**config.mk**
```make
export PLATFORM = sky130hd
export DESIGN_NAME = q_select_max
export DESIGN_NICKNAME = d
export VERILOG_FILES = /design/src/rtl/q_select_max.sv
export SDC_FILE = /design/constraint.sdc
export NUM_CORES = 1
export LEC_CHECK = 0
export CAP_MARGIN = 10
export CORE_ASPECT_RATIO = 1.25
export CORE_MARGIN = 2
export CORE_UTILIZATION = 50
export CTS_BUF_LIST = sky130_fd_sc_hd__clkbuf_4 sky130_fd_sc_hd__clkbuf_8
export DETAILED_ROUTE_END_ITERATION = 6
export PLACE_DENSITY = 0.75
export SLEW_MARGIN = 20
export SYNTH_ARGS = -nofsm -noshare
export SYNTH_HDL_FRONTEND = slang
export SYNTH_SLANG_ARGS = --single-unit
```
**constraint.sdc**
```tcl
create_clock -name clk -period 12.5 [get_ports clk]
set_input_delay 3.125 -clock clk [delete_from_list [all_inputs] [get_ports clk]]
set_output_delay 3.125 -clock clk [all_outputs]
set_load 0.01 [all_outputs]
```
**src/rtl/q_select_max.sv**
```systemverilog
// rtl/q_select_max.sv - handshaked Q-row word selector / argmax scanner
//
// Purpose: takes one flattened Q-row of NUM_CH action values. Mode 0 returns
// the word at index sel (latency 1); mode 1 scans the row one channel per cycle
// and returns the maximum value and its lowest index (latency NUM_CH).
//
// Ports:
//   clk, rst_n          clock, asynchronous active-low reset
//   in_valid/in_ready   request handshake (in_ready high only in IDLE)
//   mode, sel, din      request: 0 = indexed select, 1 = argmax; index; row
//   out_valid/out_ready result handshake
//   dout, dout_idx, err result word, its channel index, out-of-range flag

module q_select_max #(
  parameter int NUM_CH = 16,
  parameter int DATA_W = 16,
  parameter int SIGNED = 1,
  localparam int IDX_W = ($clog2(NUM_CH) > 1) ? $clog2(NUM_CH) : 1
) (
  input  logic                     clk,
  input  logic                     rst_n,
  input  logic                     in_valid,
  output logic                     in_ready,
  input  logic                     mode,
  input  logic [IDX_W-1:0]         sel,
  input  logic [NUM_CH*DATA_W-1:0] din,
  output logic                     out_valid,
  input  logic                     out_ready,
  output logic [DATA_W-1:0]        dout,
  output logic [IDX_W-1:0]         dout_idx,
  output logic                     err
);

  typedef enum logic [1:0] {S_IDLE, S_SCAN, S_OUT} state_t;

  state_t                    state_q, state_d;
  logic [NUM_CH*DATA_W-1:0]  row_q, row_d;
  logic [DATA_W-1:0]         best_q, best_d;
  logic [IDX_W-1:0]          best_idx_q, best_idx_d;
  logic [IDX_W-1:0]          cnt_q, cnt_d;
  logic [DATA_W-1:0]         dout_q, dout_d;
  logic [IDX_W-1:0]          dout_idx_q, dout_idx_d;
  logic                      err_q, err_d;

  logic [DATA_W-1:0]         sel_word;
  logic [DATA_W-1:0]         scan_word;
  logic                      sel_in_range;
  logic                      scan_gt;

  // Explicit mux loops so an out-of-range sel (non power-of-2 NUM_CH) never
  // indexes past the row; it simply yields zero.
  always_comb begin
    sel_word = '0;
    for (int k = 0; k < NUM_CH; k++) begin
      if (int'(sel) == k) sel_word = din[k*DATA_W +: DATA_W];
    end
  end

  always_comb begin
    scan_word = '0;
    for (int k = 0; k < NUM_CH; k++) begin
      if (int'(cnt_q) == k) scan_word = row_q[k*DATA_W +: DATA_W];
    end
  end

  assign sel_in_range = (int'(sel) < NUM_CH);

  // Strictly greater: ties keep the earlier (lower) index.
  assign scan_gt = (SIGNED != 0) ? ($signed(scan_word) > $signed(best_q))
                                 : (scan_word > best_q);

  always_comb begin
    state_d    = state_q;
    row_d      = row_q;
    best_d     = best_q;
    best_idx_d = best_idx_q;
    cnt_d      = cnt_q;
    dout_d     = dout_q;
    dout_idx_d = dout_idx_q;
    err_d      = err_q;
    in_ready   = 1'b0;
    out_valid  = 1'b0;

    case (state_q)
      S_IDLE: begin
        in_ready = 1'b1;
        if (in_valid) begin
          row_d = din;
          if (!mode) begin
            state_d = S_OUT;
            if (sel_in_range) begin
              dout_d     = sel_word;
              dout_idx_d = sel;
              err_d      = 1'b0;
            end else begin
              dout_d     = '0;
              dout_idx_d = '0;
              err_d      = 1'b1;
            end
          end else begin
            best_d     = din[DATA_W-1:0];
            best_idx_d = '0;
            cnt_d      = IDX_W'(1);
            state_d    = S_SCAN;
          end
        end
      end

      S_SCAN: begin
        if (scan_gt) begin
          best_d     = scan_word;
          best_idx_d = cnt_q;
        end
        // Result is taken straight from this cycle's comparison so OUT is
        // reached exactly NUM_CH cycles after the accept.
        if (cnt_q == IDX_W'(NUM_CH-1)) begin
          state_d    = S_OUT;
          dout_d     = scan_gt ? scan_word : best_q;
          dout_idx_d = scan_gt ? cnt_q : best_idx_q;
          err_d      = 1'b0;
        end else begin
          cnt_d = cnt_q + 1'b1;
        end
      end

      S_OUT: begin
        out_valid = 1'b1;
        if (out_ready) state_d = S_IDLE;
      end

      default: state_d = S_IDLE;
    endcase
  end

  always_ff @(posedge clk or negedge rst_n) begin
    if (!rst_n) begin
      state_q    <= S_IDLE;
      row_q      <= '0;
      best_q     <= '0;
      best_idx_q <= '0;
      cnt_q      <= '0;
      dout_q     <= '0;
      dout_idx_q <= '0;
      err_q      <= 1'b0;
    end else begin
      state_q    <= state_d;
      row_q      <= row_d;
      best_q     <= best_d;
      best_idx_q <= best_idx_d;
      cnt_q      <= cnt_d;
      dout_q     <= dout_d;
      dout_idx_q <= dout_idx_d;
      err_q      <= err_d;
    end
  end

  assign dout     = dout_q;
  assign dout_idx = dout_idx_q;
  assign err      = err_q;

endmodule

```
[After elaboration in Yosys (flattened, before gate mapping)]
Cells that the tools add are included.
Word-level totals
  flip-flop bits (word level): 303
  input bits: 265
  output and inout port bits: 23
  logic and storage cells: 121
Cells by class
  add/subtract/negate cells: 1
  magnitude comparators: 1
  eq/ne operators: 39
  multiplexer cells: 63
  reduce and logical (&&, ||, !) cells: 9
Operators with widths (count)
  16-bit two-way mux: 38
  4-bit == test (second input constant): 17
  16-bit case mux with 2 select lines: 2
  4-bit two-way mux: 9
  4-bit by 3-bit == test with 1-bit output (second input constant): 8
  4-bit case mux with 2 select lines: 3
  4-bit by 2-bit == test with 1-bit output (second input constant): 4
  16-bit > comparator: 1
  2-bit != test (second input constant): 6
  4-bit by 1-bit == test with 1-bit output (second input constant): 2
  4-bit zero test: 2
  2-bit two-way mux: 4
  4-bit AND reduction: 2
  2-bit case mux with 3 select lines: 1
  3-bit AND reduction: 2
  1-bit two-way mux: 5
  4-bit by 1-bit adder with 4-bit output (second input constant): 1
  2-bit by 1-bit == test with 1-bit output (second input constant): 1
  2-bit == test (second input constant): 1
  2-bit zero test: 1
  1-bit case mux with 2 select lines: 1
  2-bit AND reduction: 1
  2-bit nonzero test: 1

[Depth between registers and ports, before layout]
Gate-level depths: netlist (run 1).
  word-level depth: 21
  mapped depth: 19
  gate-level depth less buffers: 15

[Worst setup path before layout (run 1)]
OpenSTA, ideal clock, no wires.
  kind: input port to flip-flop
  start point: input sel[0]
  end point: register dout_q[5], in the netlist dout[5]
  library setup time: 0.130 ns
  arrival time: 4.700 ns
  data required time: 12.370 ns
  slack: 7.670 ns
  stages: 9
  buffers on the path: 4
  cells stage by stage: buf_4 > buf_4 > buf_2 > buf_2 > mux2_2 > nor4_1 > nor4_1 > a22oi_1 > o21ai_0
On the way
  cells in the longest elaborated chain, start to end: 20
  elaborated cells between the ends (all ways): 35
  those cells by class: eq/ne (15); mux (19); reduce/logical (1)
RTL lines
  start, declared: line 25  | input logic [IDX_W-1:0] sel,
  4-bit zero test: line 55  | if (int'(sel) == k) sel_word = din[k*DATA_W +: DATA_W];
  16-bit two-way mux (15 in a row): line 55
  16-bit two-way mux (*): line 55
  16-bit two-way mux (*): line 89  | if (!mode) begin
  16-bit two-way mux (*): line 87  | if (in_valid) begin
  16-bit case mux with 2 select lines (*): line 84  | case (state_q)
  end signal, assigned: line 151  | dout_q <= dout_d;
  end, declared: line 41  | logic [DATA_W-1:0] dout_q, dout_d;
Every way passes the cells marked *; elsewhere a longest branch is shown, timed or not. The select of a mux whose other input is x is not followed.
A chain may end at the register's enable or synchronous reset.

[Worst setup path after layout (run 1)]
  start point: register cnt_q[0]
  end point: register best_q[0]
On the way
  cells in the longest elaborated chain, start to end: 20
  elaborated cells between the ends (all ways): 35
  those cells by class: order compare (1); eq/ne (15); mux (18); reduce/logical (1)
RTL lines
  start, declared: line 40  | logic [IDX_W-1:0] cnt_q, cnt_d;
  start signal, assigned: line 150  | cnt_q <= cnt_d;
  4-bit zero test: line 62  | if (int'(cnt_q) == k) scan_word = row_q[k*DATA_W +: DATA_W];
  16-bit two-way mux (15 in a row): line 62
  16-bit two-way mux (*): line 62
  16-bit > comparator: line 69  | assign scan_gt = (SIGNED != 0) ? ($signed(scan_word) > $signed(best_q))
  16-bit two-way mux (*): line 110  | if (scan_gt) begin
  16-bit case mux with 2 select lines (*): line 84
  end signal, assigned: line 148  | best_q <= best_d;
  end, declared: line 38  | logic [DATA_W-1:0] best_q, best_d;
Every way passes the cells marked *; elsewhere a longest branch is shown, timed or not.

==> qor.csv, run 1 <==
stage,metric,value,unit
drt,drtAntennaViolNets,0,
drt,drt_first_iter_violations,2478,
setup_path,critical_path.endpoint,best_q[0],
yosys,synthMostInstantiatedCell,dfrtp_1,
cts,tritoncts,done,
setup_path,crit_path_start,cnt_q[0],
layout,antenna_cells,0,
pwr,power_switching,0.002672,W
pwr,power_density,276.1,nW/µm²
setup_path,ff2ff_path_depth,14,
pwr,pwr-share-seq,30.2,%
sta,worst_slew_pin_slew,1250,ps
pwr,max-vdd-ir-drop,0.0003755,V
pwr,p_clk_share,15.9,%
setup_path,crit_type,reg -> reg,
yosys,synth-edff-count,0,
setup_path,start_kind,flop,
setup_path,timing.rr.end,best_q[0],
layout,drive_above_1_share,20.99,%
yosys,synth.area.top_cells,"dfrtp_1 (43%), mux2_2 (15%), a21oi_1 (3.5%)",
pwr,pwr-share-comb,53.9,%
grt,antenna_found_initial,3,
cts,hold_buffers,0,
pwr,switching_share,44.39,%
grt,grt_max_degree,196,
drt,detail_route.wl_per_cell,29.68,µm
run_status,status,"complete, no violations",
worst_hold_path,worstHoldStart,dout_idx[2],
flow_run,drv_cap,0,
floorplanning,coreArea,34610,µm²
placed_design,hpwl,51910,µm
yosys,synth_common_cells,"dfrtp_1 (302), mux2_2 (239), nand2_1 (131)",
layout,nets,2214,
sta,hold_viol,0,
pwr,internal_power,0.003347,W
sta,max_freq,0.1623,GHz
placed_design,portBuffers,286,
cts,post_cts_buffers,0,
sta,tns,0,ps
drt,vias_per_cell,6.796,
drt,drt-total-wl,72300,µm
drt,vias,16555,
cts,cts_root_buffer,clkbuf_8,
cts,cts_max_level,2,
setup_path,crit_required,13050,ps
floorplanning,die_area,36830,µm²
setup_path,regToRegStartpoint,cnt_q[0],
floorplanning,die_w,172.1,µm
setup_path,worst_ep_arrival_time,6710,ps
yosys,syn_inst,1713,
worst_hold_path,hp-class,reg -> reg,
sta,fin_skew,15.46,ps
sta,slew_headroom,16.69,%
layout,fin_util,62.98,%
sta,finalSetupViolations,0,
setup_path,end_kind,flop,
sta,rsz0062_at_grt,no,
sta,slew_viol_final,0,
pwr,p_leak,8.649,nW
grt,grt-ovfl-total,0,
cts,clock_path_buffers,3,
sta,period_share,49.30,%
floorplanning,dieHeight,214.1,µm
yosys,synth_area,17650,µm²
yosys,synth_nets,1998,
yosys,ys_types,80,
cts,path_clk_slew,60,ps
yosys,synth_top_area_share,42.81,%
sta,period_minus_slack,6162,ps
cts,cts_buffers,50,
grt,grt_pass1_vias,16481,
grt,grt_pass1_wl,106000,µm
cts,cts.sinks,302,
drt,drc,0,
yosys,ys_seq_elements,302,
yosys,yosysWarnings,0,
drt,firstDrtPassIters,7,
cts,ctsResizeCount,0,
yosys,synth-main-ff-cell,dfrtp_1,
layout,syn2layout_area_growth,23.50,%
cts,clk_latency,620,ps
setup_path,reg2reg_slack,6340,ps
floorplanning,start_util,51.00,%
yosys,yosysSeqAreaShare,42.81,%
grt,track_usage,39.24,%
floorplanning,num_rows,76,
setup_path,worstPathMaxFanout,44,
yosys,async_flop_share,100.0,%
yosys,syn_area_per_cell,10.30,µm²
floorplanning,io-pin-count,288,
placed_design,gp_congestion,1.002,
yosys,yosysTopAreaCell,dfrtp_1,
[logic make-up after synthesis]
kind of cell / Yosys count / synth area share, %
buf+inv: 216 / 5.295
compound gates: 524 / 20.27
other cells: 1 / 0.02124
xor+xnor: 2 / 0.09925
simple gates: 354 / 10.24
flops: 302 / 42.81
fa+ha+maj: 20 / 1.418
mux: 294 / 19.85
[critical path, stage by stage, from the launching register on]
cell,delay (ps)
dfrtp_1,530
ha_2,230
buf_4,380
buf_4,560
nor3_1,260
buf_4,230
a311oi_1,770
o221ai_1,580
ha_1,360
or3b_1,430
a211oi_2,250
o2111ai_2,210
o21a_2,420
o21ai_4,570
a221o_1,260
[power groups by stage]
stage | registers [W] | logic, W | clock network [W]
after floorplan | 0.00169 | 0.00219 | 0
after global placement | 0.00179 | 0.00308 | 0
after detailed placement | 0.00181 | 0.00313 | 0
after CTS | 0.00180 | 0.00315 | 0.000963
after global routing | 0.00186 | 0.00344 | 0.00101
final | 0.00182 | 0.00324 | 0.000959
[metrics by stage]
| stage | total power (W) | std cells | hold WS, ps | instance area (µm²) | worst slack [ps] |
|---|---|---|---|---|---|
| finish | 0.006018 | 2436 | 499.0 | 21800 | 6338 |
| global placement | 0.004872 | 2344 | 476.7 | 20670 | 6334 |
| floorplan | 0.003881 | 1713 | 465.8 | 17650 | 7670 |
| global route | 0.006305 | 2436 | 517.8 | 21800 | 6149 |
| detailed placement | 0.004940 | 2344 | 481.4 | 20670 | 6325 |
| CTS | 0.005907 | 2435 | 501.7 | 21770 | 6572 |
[layout by cell type (no fill, tap or decap), types with 10 or more instances in the layout]
cell type,n
dfrtp_1,301
clkdlybuf4s50_1,282
mux2_2,239
nand2_1,131
a21oi_1,124
o21ai_0,112
clkbuf_8,70
inv_1,61
nor2_1,47
nor2b_1,35
mux2i_1,34
buf_4,30
o22ai_1,25
o211ai_1,24
a221oi_1,21
nand3_1,21
mux4_2,21
nand2b_1,20
a221o_1,20
o2bb2ai_1,19
o221ai_1,19
a22oi_1,18
ha_1,16
nand3b_1,15
nor3_1,14
clkbuf_4,14
and3_1,13
a22o_1,13
a211oi_1,13
a32oi_1,11
a2bb2oi_1,10
and2_1,10
[how the worst min path moves through the flow]
stage                         end  slack [ps]  cells past startpoint
floorplan           best_idx_q[0]         470                      1
global placement      dout_idx[0]         480                      2
detailed placement  best_idx_q[2]         480                      1
CTS                 best_idx_q[0]         500                      1
global route            row_q[31]         520                      1
finish                dout_idx[2]         500                      2
[registers in the layout (all words and copies together) (netlist names)]
name / count
row_q: 256
best_q: 16
dout: 16
best_idx_q: 4
cnt_q: 4
dout_idx: 4
state_q: 2
[metal layers]
layer  GRT usage, %  up-vias  share of wire (%)
met2          58.92     1274                 44
met3          10.02      359                 11
met5              0        -              0.047
met1          48.63     8086                 35
met4          28.82        4                9.6
li1               -     6832                  -
[area by class of cell]
cell class | count | area [µm²]
well taps | 468 | 585.6
inverters | 63 | 236.5
flip-flops and latches | 302 | 7559
clock buffers | 84 | 1069
repair buffers | 317 | 3127
clock inverters | 7 | 35.03
multi-input cells | 1195 | 9190
fillers | 2861 | 12810
Power figures use the tool's default switching activity.
==> run 2: changes to the inputs <==
--- a/config.mk
+++ b/config.mk
@@ -11,7 +11,7 @@
 export CORE_UTILIZATION = 50
 export CTS_BUF_LIST = sky130_fd_sc_hd__clkbuf_4 sky130_fd_sc_hd__clkbuf_8
 export DETAILED_ROUTE_END_ITERATION = 6
-export PLACE_DENSITY = 0.75
+export PLACE_DENSITY = 0.78
 export SLEW_MARGIN = 20
 export SYNTH_ARGS = -nofsm -noshare
 export SYNTH_HDL_FRONTEND = slang
==> constraint.sdc (replaced) <==
create_clock -name clk -period 5.4 [get_ports clk]
set_input_delay 1.35 -clock clk [delete_from_list [all_inputs] [get_ports clk]]
set_output_delay 1.35 -clock clk [all_outputs]
set_load 0.01 [all_outputs]
==> run 2 against run 1 <==
Non-clock buffer count rose by 53. Critical path type unchanged. Cell count rose by 2.2%. Sequential cell count did not move. Via count rose by 0.17%. Register-to-register slack got worse by 5900 ps. Sequential power rose by 140%.
==> qor.csv, run 2 (synthesized netlist as in run 1, its figures left out) <==
stage,metric,value,unit
layout,final_common_cell,dfrtp_1,
layout,largest_register_ffs,256,
cts,tritoncts,done,
setup_path,crit_required,5900,ps
grt,track_usage,42.65,%
floorplanning,start_util,51.00,%
setup_path,reg2reg_slack,440,ps
cts,post_cts_buffers,0,
cts,clock_path_buffers,3,
cts,ctsResizeCount,0,
layout,fin_util,64.50,%
placed_design,hpwl,59570,µm
pwr,max-vdd-ir-drop,0.0004972,V
layout,top_register,row_q,
sta,tns,0,ps
setup_path,end_kind,flop,
sta,slew_viol_final,0,
worst_hold_path,hp-class,reg -> reg,
sta,finalSetupViolations,0,
cts,clk_latency,630,ps
cts,hold_buffers,0,
drt,detail_route.wl_per_cell,31.46,µm
worst_hold_path,min_path_cells,1,
drt,drt_first_iter_violations,2132,
floorplanning,num_rows,76,
sta,rsz0062_at_grt,no,
worst_hold_path,worstHoldStart,row_q[145],
cts,cts_buffers,50,
grt,grt_pass1_wl,113200,µm
setup_path,worst_ep_arrival_time,5460,ps
floorplanning,io-pin-count,288,
worst_hold_path,holdPathEnd,row_q[145],
layout,layout.cells.most_common_list,"dfrtp_1 (301), clkdlybuf4s50_1 (281), mux2_2 (239)",
grt,antenna_found_initial,3,
drt,drt-total-wl,78330,µm
cts,cts_max_level,2,
setup_path,cp_slowest_cell,ha_4,
cts,cts_root_buffer,clkbuf_8,
sta,period_share,91.83,%
drt,vias,16583,
setup_path,path_delay_family,compound AO/OA/AOI/OAI gates,
grt,grt_max_degree,119,
drt,drc,0,
floorplanning,die_area,36830,µm²
setup_path,cp_slowest_stage_delay,560,ps
grt,grt_pass1_vias,16739,
sta,fin_skew,34.53,ps
layout,drive_above_1_share,23.07,%
pwr,power_density,664.7,nW/µm²
sta,max_freq,0.2017,GHz
setup_path,timing.rr.end,dout[0],
cts,cts.sinks,302,
floorplanning,die_w,172.1,µm
drt,vias_per_cell,6.660,
setup_path,regToRegStartpoint,cnt_q[1],
setup_path,path_depth,17,
setup_path,start_kind,flop,
grt,grt-ovfl-total,0,
sta,period_minus_slack,4959,ps
setup_path,crit_type,reg -> reg,
run_status,status,"complete, no violations",
floorplanning,dieHeight,214.1,µm
drt,drtAntennaViolNets,0,
layout,syn2layout_area_growth,26.47,%
floorplanning,coreArea,34610,µm²
cts,path_clk_slew,70,ps
sta,hold_viol,0,
sta,slew_headroom,27.88,%
placed_design,gp_congestion,1.015,
sta,worst_slew_pin_slew,1055,ps
pwr,p_leak,8.948,nW
layout,nets,2267,
placed_design,portBuffers,286,
setup_path,worstPathMaxFanout,54,
flow_run,drv_cap,0,
setup_path,path_cells,inv_1 -> ha_4 -> or2_2 -> a21oi_1 -> a2111oi_0 -> a211oi_1 -> o31ai_1 -> buf_4 -> inv_1 -> ha_1 -> nand4_1 -> or2_2 -> o2111ai_2 -> o21a_2 -> buf_4 -> o21ai_0 -> a21bo_2,
setup_path,ff2ff_path_depth,17,
drt,firstDrtPassIters,5,
setup_path,critical_path_buf_inv_count,4,
-- run 2: worst max-delay path by stage --
| stage | startpoint | slack [ps] | end |
|---|---|---|---|
| after global placement | cnt_q[1] | 470 | best_q[1] |
| after CTS | cnt_q[1] | 370 | best_q[9] |
| after floorplan | cnt_q[0] | 1410 | best_q[10] |
| final | cnt_q[1] | 440 | dout[0] |
| after detailed placement | cnt_q[1] | 400 | best_q[1] |
| after global routing | cnt_q[1] | 140 | dout_idx[1] |
-- run 2: per-layer routing --
metal  wire length, µm  global-route usage, %  up-vias
met2             36240                  67.88     1112
met4              6312                  27.51        0
met3              6915                  8.453      312
met5                 0                      0        -
met1             28860                  52.65     8203
li1                  -                      -     6956
-- run 2: layout make-up --
class,count,area (µm²)
flip-flops and latches,302,7559
inverters,63,236.5
clock inverters,16,240.2
fillers,2857,12290
repair buffers,370,3558
multi-input cells,1195,9196
diodes,2,5.005
clock buffers,74,943.4
well taps,468,585.6
-- run 2: per-stage QoR --
step | setup WS, ps | area [µm²] | instances | hold WS (ps) | total power, W
final | 441.0 | 22320 | 2490 | 498.4 | 0.01484
after global routing | 138.7 | 22320 | 2489 | 511.7 | 0.01547
after CTS | 374.8 | 22320 | 2488 | 500.5 | 0.01460
after detailed placement | 404.9 | 21130 | 2398 | 487.3 | 0.01216
after global placement | 470.2 | 21130 | 2398 | 480.4 | 0.01207
after floorplan | 1406 | 17650 | 1713 | 465.8 | 0.008983
-- run 2: worst reg2reg max path: cells and delay by family, from the launching register on --
family | cells | cell delay (ps)
buffers and inverters | 4 | 660
adder cells (fa/ha/maj) | 2 | 840
AO/OA/AOI/OAI | 8 | 2100
AND/OR/NAND/NOR | 3 | 750
flip-flops | 1 | 470
-- run 2: where the power goes --
| part | switching (W) | internal [W] |
|---|---|---|
| logic | 0.00462 | 0.00338 |
| registers | 0.000974 | 0.00344 |
| clock network | 0.00101 | 0.00141 |
==> run 3: changes to the inputs <==
--- a/config.mk
+++ b/config.mk
@@ -5,14 +5,14 @@
 export SDC_FILE = /design/constraint.sdc
 export NUM_CORES = 1
 export LEC_CHECK = 0
-export CAP_MARGIN = 10
+export CAP_MARGIN = 20
 export CORE_ASPECT_RATIO = 1.25
 export CORE_MARGIN = 2
 export CORE_UTILIZATION = 50
 export CTS_BUF_LIST = sky130_fd_sc_hd__clkbuf_4 sky130_fd_sc_hd__clkbuf_8
 export DETAILED_ROUTE_END_ITERATION = 6
 export PLACE_DENSITY = 0.78
-export SLEW_MARGIN = 20
+export SLEW_MARGIN = 15
 export SYNTH_ARGS = -nofsm -noshare
 export SYNTH_HDL_FRONTEND = slang
 export SYNTH_SLANG_ARGS = --single-unit
==> results of run 3 <==
No change in the layout: final DEF, timing and power equal those of run 2.
